===== config.mk =====
export PLATFORM = sky130hd
export DESIGN_NAME = div_unit
export DESIGN_NICKNAME = d
export VERILOG_FILES = /design/src/rtl/div_unit.sv
export SDC_FILE = /design/constraint.sdc
export NUM_CORES = 1
export LEC_CHECK = 0
export ABC_AREA = 1
export BUFFER_PORTS_ARGS = -buffer_cell sky130_fd_sc_hd__clkbuf_2
export CAP_MARGIN = 15
export CORE_ASPECT_RATIO = 0.5
export CORE_UTILIZATION = 65
export CTS_CLUSTER_SIZE = 28
export DETAILED_ROUTE_END_ITERATION = 12
export PLACE_DENSITY = 0.87
export SLEW_MARGIN = 20
export SYNTH_ARGS = -nofsm -noshare
export SYNTH_HDL_FRONTEND = slang
export SYNTH_SLANG_ARGS = --single-unit
export TNS_END_PERCENT = 100

===== constraint.sdc =====
create_clock -name clk -period 6.6 [get_ports clk]
set_input_delay 0.66 -clock clk [delete_from_list [all_inputs] [get_ports clk]]
set_output_delay 0.66 -clock clk [all_outputs]
set_load 0.01 [all_outputs]

===== src/rtl/div_unit.sv =====
// Iterative restoring divider for RV32M div/divu/rem/remu.
// One quotient bit per cycle; divide-by-zero and signed overflow finish in one cycle.
module div_unit #(
  parameter int XLEN = 32
) (
  input  logic            clk,
  input  logic            rst,
  input  logic            flush,
  input  logic            in_valid,
  output logic            in_ready,
  input  logic [1:0]      op,
  input  logic [XLEN-1:0] a,
  input  logic [XLEN-1:0] b,
  output logic            out_valid,
  input  logic            out_ready,
  output logic [XLEN-1:0] result
);

  localparam int CNT_W = $clog2(XLEN);

  typedef enum logic [1:0] {
    IDLE,
    CALC,
    DONE
  } state_t;

  state_t            state, state_next;

  logic [XLEN-1:0]   dvd;       // dividend shifting out MSB-first, quotient filling LSBs
  logic [XLEN-1:0]   dvs;       // divisor magnitude
  logic [XLEN-2:0]   rem;       // partial remainder; its MSB is never needed for the next shift
  logic [CNT_W-1:0]  cnt;
  logic              neg_q;
  logic              neg_r;
  logic              want_rem;

  logic              is_signed;
  logic              div_zero;
  logic              overflow;
  logic              special;
  logic [XLEN-1:0]   abs_a;
  logic [XLEN-1:0]   abs_b;
  logic [XLEN-1:0]   rs;
  logic [XLEN:0]     diff;
  logic              qbit;
  logic [XLEN-1:0]   rem_next;
  logic [XLEN-1:0]   quo_next;
  logic [XLEN-1:0]   quo_fix;
  logic [XLEN-1:0]   rem_fix;
  logic              last;

  // Operand classification and one shift-subtract step.
  always_comb begin
    is_signed = ~op[0];
    div_zero  = (b == '0);
    overflow  = is_signed && (a == {1'b1, {(XLEN-1){1'b0}}}) && (b == '1);
    special   = div_zero || overflow;
    abs_a     = (is_signed && a[XLEN-1]) ? (~a + 1'b1) : a;
    abs_b     = (is_signed && b[XLEN-1]) ? (~b + 1'b1) : b;
    rs        = {rem, dvd[XLEN-1]};
    diff      = {1'b0, rs} - {1'b0, dvs};
    qbit      = ~diff[XLEN];
    rem_next  = qbit ? diff[XLEN-1:0] : rs;
    quo_next  = {dvd[XLEN-2:0], qbit};
    quo_fix   = neg_q ? (~quo_next + 1'b1) : quo_next;
    rem_fix   = neg_r ? (~rem_next + 1'b1) : rem_next;
    last      = (cnt == CNT_W'(XLEN-1));
  end

  // State register.
  always_ff @(posedge clk) begin
    if (rst) state <= IDLE;
    else     state <= state_next;
  end

  // Next-state decode and handshake outputs (outputs depend on state only).
  always_comb begin
    state_next = state;
    in_ready   = (state == IDLE);
    out_valid  = (state == DONE);
    case (state)
      IDLE:    if (in_valid) state_next = special ? DONE : CALC;
      CALC:    if (last) state_next = DONE;
      DONE:    if (out_ready) state_next = IDLE;
      default: state_next = IDLE;
    endcase
    if (flush) state_next = IDLE;
  end

  // Datapath: operand latch, iteration, and sign-corrected result capture.
  always_ff @(posedge clk) begin
    if (rst) begin
      dvd      <= '0;
      dvs      <= '0;
      rem      <= '0;
      cnt      <= '0;
      neg_q    <= 1'b0;
      neg_r    <= 1'b0;
      want_rem <= 1'b0;
      result   <= '0;
    end else if (!flush) begin
      case (state)
        IDLE: begin
          if (in_valid) begin
            if (div_zero) begin
              result <= op[1] ? a : '1;
            end else if (overflow) begin
              result <= op[1] ? '0 : {1'b1, {(XLEN-1){1'b0}}};
            end else begin
              dvd      <= abs_a;
              dvs      <= abs_b;
              rem      <= '0;
              cnt      <= '0;
              neg_q    <= is_signed && (a[XLEN-1] ^ b[XLEN-1]);
              neg_r    <= is_signed && a[XLEN-1];
              want_rem <= op[1];
            end
          end
        end
        CALC: begin
          rem <= rem_next[XLEN-2:0];
          dvd <= quo_next;
          cnt <= cnt + 1'b1;
          if (last) result <= want_rem ? rem_fix : quo_fix;
        end
        default: ;
      endcase
    end
  end

endmodule


# [Word-level counts from Yosys, hierarchy flattened]
# Cells that the tools add are included.
[op_classes] mux=30 addsub=6 reduce_logical=14 bitwise=10 n_eq_ne=11
[op_table] operator="$mux 32" n=15
[op_table] operator="$add 32x1->32 const B" n=4
[op_table] operator="$not 32->32" n=4
[op_table] operator="$pmux 32 s2" n=2
[op_table] operator="$mux 31" n=3
[op_table] operator="$eq 32x32->1 const B" n=2
[op_table] operator="$pmux 31 s2" n=1
[op_table] operator="$sub 32x32->33" n=1
[op_table] operator="$logic_not 32->1" n=1
[op_table] operator="$mux 5" n=3
[op_table] operator="$reduce_and 5->1" n=3
[op_table] operator="$pmux 5 s2" n=1
[op_table] operator="$mux 2" n=4
[op_table] operator="$ne 2x2->1 const B" n=4
[op_table] operator="$pmux 2 s3" n=1
[op_table] operator="$add 5x1->5 const B" n=1
[op_table] operator="$eq 5x5->1 const B" n=1
[op_table] operator="$logic_and 1x1->1" n=5
[op_table] operator="$not 1->1" n=5
[op_table] operator="$ne 3x1->1 const B" n=1
[op_table] operator="$reduce_and 3->1" n=1
[op_table] operator="$eq 2x1->1 const B" n=1
[op_table] operator="$eq 2x2->1 const B" n=1
[op_table] operator="$logic_not 2->1" n=1
[op_table] operator="other kinds (5)" n=5
[word_totals] elab_cells=80 reg_bits=137

# [Longest topological paths before layout]
[depth] depth_word=8 depth_mapped=31 mapped_depth_nobuf=31

# [Worst setup path before layout]
# No wires, ideal clock.
[synth_path] path_kind="register to register" startpoint="register dvs[3]" endpoint="register result[30]" period_less_slack_ns=3.459 path_stages_with_launch=28 arrival_ns=3.392 n_path_buf=0 setup_time_ns=0.066 required_time_ns=6.534 setup_slack_ns=3.141 cell_sequence="dfxtp_1 inv_1 ha_1 or2_1 nand3_1 nand2_2 nand2_2 nand2_2 nand2_4 nand2_4 inv_2 ha_1 nand3_1 nor2_1 nand3_1 nor3_1 nand3_1 nor3_1 nand2_1 nor2_1 nand3_1 nand2_1 nand2_1 a21oi_1 o21ai_0 nand2_1 nand2_1 a21oi_2"
[synth_between] elab_chain_cells=8 word_cells_on_any_way=12 cone_classes="add/sub: 3; mux: 6; bitwise: 3"
[synth_rtl] item="from (decl)" line="30" source="logic [XLEN-1:0] dvs;"
[synth_rtl] item="from (signal assigned)" line="111" source="dvs <= abs_b;"
[synth_rtl] item="$sub 32x32->33 (*)" line="61" source="diff = {1'b0, rs} - {1'b0, dvs};"
[synth_rtl] item="$mux 32 or $not 1->1 (tied branches)" line="63, 62"
[synth_rtl] item="$not 32->32, on equally long branches" line="66, 65"
[synth_rtl] item="$add 32x1->32, on equally long branches" line="66, 65"
[synth_rtl] item="$mux 32, on equally long branches" line="66, 65"
[synth_rtl] item="$mux 32 (*) (2 in a row)" line="124" source="if (last) result <= want_rem ? rem_fix : quo_fix;"
[synth_rtl] item="$pmux 32 s2 (*)" line="102" source="case (state)"
[synth_rtl] item="to (signal assigned)" line="106" source="result <= op[1] ? a : '1;"
[synth_rtl] item="to (signal assigned)" line="108" source="result <= op[1] ? '0 : {1'b1, {(XLEN-1){1'b0}}};"
[synth_rtl] item="to (signal assigned)" line="124"
[synth_rtl] item="to (decl)" line="16" source="output logic [XLEN-1:0] result"
# Every way passes the cells marked *; elsewhere a longest branch is shown, timed or not. The select of a mux whose other input is x is not followed.
# A chain may end at the register's enable or synchronous reset.

# [Worst setup path in the final report]
[layout_path] startpoint="register dvs[23]" endpoint="register result[30]"
# The elaborated chain is that of the path after synthesis.

==> flow_metrics.py <==
metrics = {
    "worst_hold_path": {
        "hold_path_depth": 2,
        "worstHoldPathType": "reg -> reg",
    },
    "cells_and_area": {
        "diodes": 0,
        "n_fill_cell": 1698,
        "nets": 2377,
        "multiInputGateArea_um2": 8150,
        "final_cells": 2537,
        "area_growth_pct": 10.1,
        "drive_gt1_share_pct": 9.57,
        "regArea_um2": 2740,
    },
    "clock_tree": {
        "cts_buffer_depth": 2,
        "hold_buffers": 0,
        "cts_tree": "yes",
        "cts_sinks": 137,
        "cts-resized-gates": 0,
        "htreeDepth": 4,
        "cts_buffers": 17,
        "cts_root_buf": "clkbuf_16",
        "clk_pin_slew_ns": 0.06,
        "post-cts-setup-buffers": 0,
        "clock_latency_ns": 0.43,
    },
    "placement": {
        "place_congestion": 0.996,
        "port_buffers": 104,
        "hpwl_um": 31900,
        "place_inst": 2506,
    },
    "flow_run": {
        "maxCapViolCount": 0,
    },
    "floorplanning": {
        "core_area_um2": 18600,
        "num_rows": 35,
        "io_pins": 105,
        "design.die.area_um2": 19800,
        "start_util_pct": 67.1,
        "die_x_um": 198,
        "die_y_um": 99.9,
    },
    "yosys": {
        "synth_area_leaders": "dfxtp_1 22%, nand2_1 19%, inv_1 9.5%",
        "ys_top_cells_by_count": "621 x nand2_1, 316 x inv_1, 207 x nor2_1",
        "ys_types": 51,
        "synth_top_cell_area_share_pct": 22.0,
        "ys_async_sr_fraction_pct": 0,
        "synth-seq-cells": 137,
        "synth_cells": 2212,
        "yosysTopAreaCell": "dfxtp_1",
        "yosys_most_used_dff": "dfxtp_1",
        "synth_fp_nets": 2323,
        "yosys_warnings": 0,
        "ys_seq_area_share_pct": 22.0,
        "avgSynthCellArea_um2": 5.63,
        "synth.most_common_cell": "nand2_1",
        "synth_edf_count": 0,
        "synth_area_um2": 12500,
    },
    "power": {
        "powerDensity_nw_per_um2": 198,
        "ir_worst_vdd_uv": 183,
        "leakage_uw": 0.00703,
    },
    "grt": {
        "grt_util_all_layers_pct": 43.8,
        "grt_max_degree": 69,
        "gr-total-overflow": 0,
        "grt_pass1_wl_um": 67400,
        "first_global_vias": 12800,
        "antenna_found_initial": 0,
    },
    "sta": {
        "layout_min_cycle_time_ns": 4.82,
        "finalClockSkew_ns": 0.00875,
        "report.final.hold_viol_count": 0,
        "rsz0062_at_grt": "no",
        "slew_viol_final": 0,
        "slew_headroom_pct": 29.1,
        "max_slew.worst_pin.slew_ns": 1.06,
        "clock.fmax_mhz": 207,
        "finalCritPeriodShare_pct": 73.0,
        "tns_ns": 0,
        "finalSetupViolCount": 0,
    },
    "routing": {
        "vias": 15100,
        "initialDrtViolationCount": 2123,
        "vias_per_cell": 5.94,
        "avgRoutedWirePerCell_um": 17.1,
        "wirelength_um": 43400,
        "antenna_left": 0,
        "first_pass_iters": 6,
        "drc_errors": 0,
    },
    "setup_path": {
        "reg2reg_slack_ns": 1.78,
        "cp_max_fo": 51,
        "reg2regPathDepth": 28,
        "crit_required_ns": 6.97,
        "start_kind": "flip-flop",
        "cpMaxStageDelayCell": "nand2_4",
        "endpoint_kind": "flip-flop",
        "cpMostUsedCell": "nand2_1",
        "slowest_delay_ns": 0.46,
        "worstSetupPathType": "reg -> reg",
        "crit_arrival_ns": 5.19,
    },
    "status": {
        "status": "finished clean",
    },
}
## layer usage
metal  track usage (%)  wire length, µm  up-vias
met3              12.1             6970      134
met5                 0                0        -
met4              12.5             1220        0
met2              63.8            17200     1027
met1              62.7            18000     6663
li1                  -                -     7244
## worst max-delay path: cells and delay by family, from the launching register on
kind | cells | cell delay, ns
buffers and inverters | 4 | 0.48
and+or+nand+nor | 18 | 2.56
AOI/OAI and AO/OA | 4 | 0.78
adders and majority gates | 2 | 0.59
DFF | 1 | 0.34
## logic make-up (layout without fill, tap and decap cells)
kind of cell	count (synthesis)	count (layout)	synth area share [%]
adder cells (fa/ha/maj)	40	40	4.08
flip-flops	137	137	22.0
AND/OR/NAND/NOR	1148	1148	39.3
buffers and inverters	409	475	12.8
XOR/XNOR	46	46	3.23
AO/OA/AOI/OAI	432	432	18.6
## worst paths after layout
| kind | start | to |
|---|---|---|
| worst max-delay path | dvs[23]$_SDFFE_PP0P_ | result[30]$_SDFFE_PP0P_ |
| worst min-delay path | result[11]$_SDFFE_PP0P_ | result[11]$_SDFFE_PP0P_ |
| worst max register to register | dvs[23]$_SDFFE_PP0P_ | result[30]$_SDFFE_PP0P_ |
| worst min register to register | result[11]$_SDFFE_PP0P_ | result[11]$_SDFFE_PP0P_ |
## area by class of cell
class                   instances  share of cell area, %
flip-flops and latches        137                   20.0
multi-input cells            1666                   59.4
well taps                     259                   2.36
repair buffers                115                   4.40
inverters                     329                   9.00
clock inverters                10                   1.39
clock buffers                  21                   3.43
## sequential cells by signal, indices dropped and copies added (netlist names)
signal,count
rem,31
neg_r,1
want_rem,1
dvs,32
cnt,5
state,2
dvd,32
neg_q,1
result,32
## cell usage in the layout (no fill, tap or decap), drive strengths merged
cell type,count
nand2,644
inv,326
nor2,221
a21oi,212
nand3,175
o21ai,161
dfxtp,137
clkbuf,125
nor3,50
ha,39
xor2,32
nand4,29
a31oi,23
xnor2,14
o211ai,14
or2,14
buf,11
o22ai,6
nor4,5
a211oi,5
bufinv,5
clkinv,5
and3,4
nand3b,3
clkinvlp,3
and2,2
o21bai,2
o31ai,2
a21o,1
nor3b,1
o21a,1
o32ai,1
o41ai,1
a41oi,1
a22oi,1
o2111ai,1
fa,1
## power breakdown
group / switching (µW) / total, µW / internal [µW]
combinational: 497 / 714 / 217
clock: 398 / 1100 / 701
sequential: 39.4 / 906 / 866
## metrics by stage
step / worst slack (ns) / power [µW] / area (µm²) / hold slack, ns / utilization, %
global route: 1.22 / 2820 / 13700 / 0.492 / 73.9
finish: 1.78 / 2720 / 13700 / 0.465 / 73.9
floorplan: 3.14 / 1410 / 12500 / 0.432 / -
detailed placement: 1.94 / 1600 / 13100 / 0.457 / 70.3
global placement: 2.09 / 1590 / 13100 / 0.453 / 70.3
CTS: 1.91 / 2690 / 13700 / 0.467 / 73.9
No activity file was read; power rests on OpenSTA's default activity.
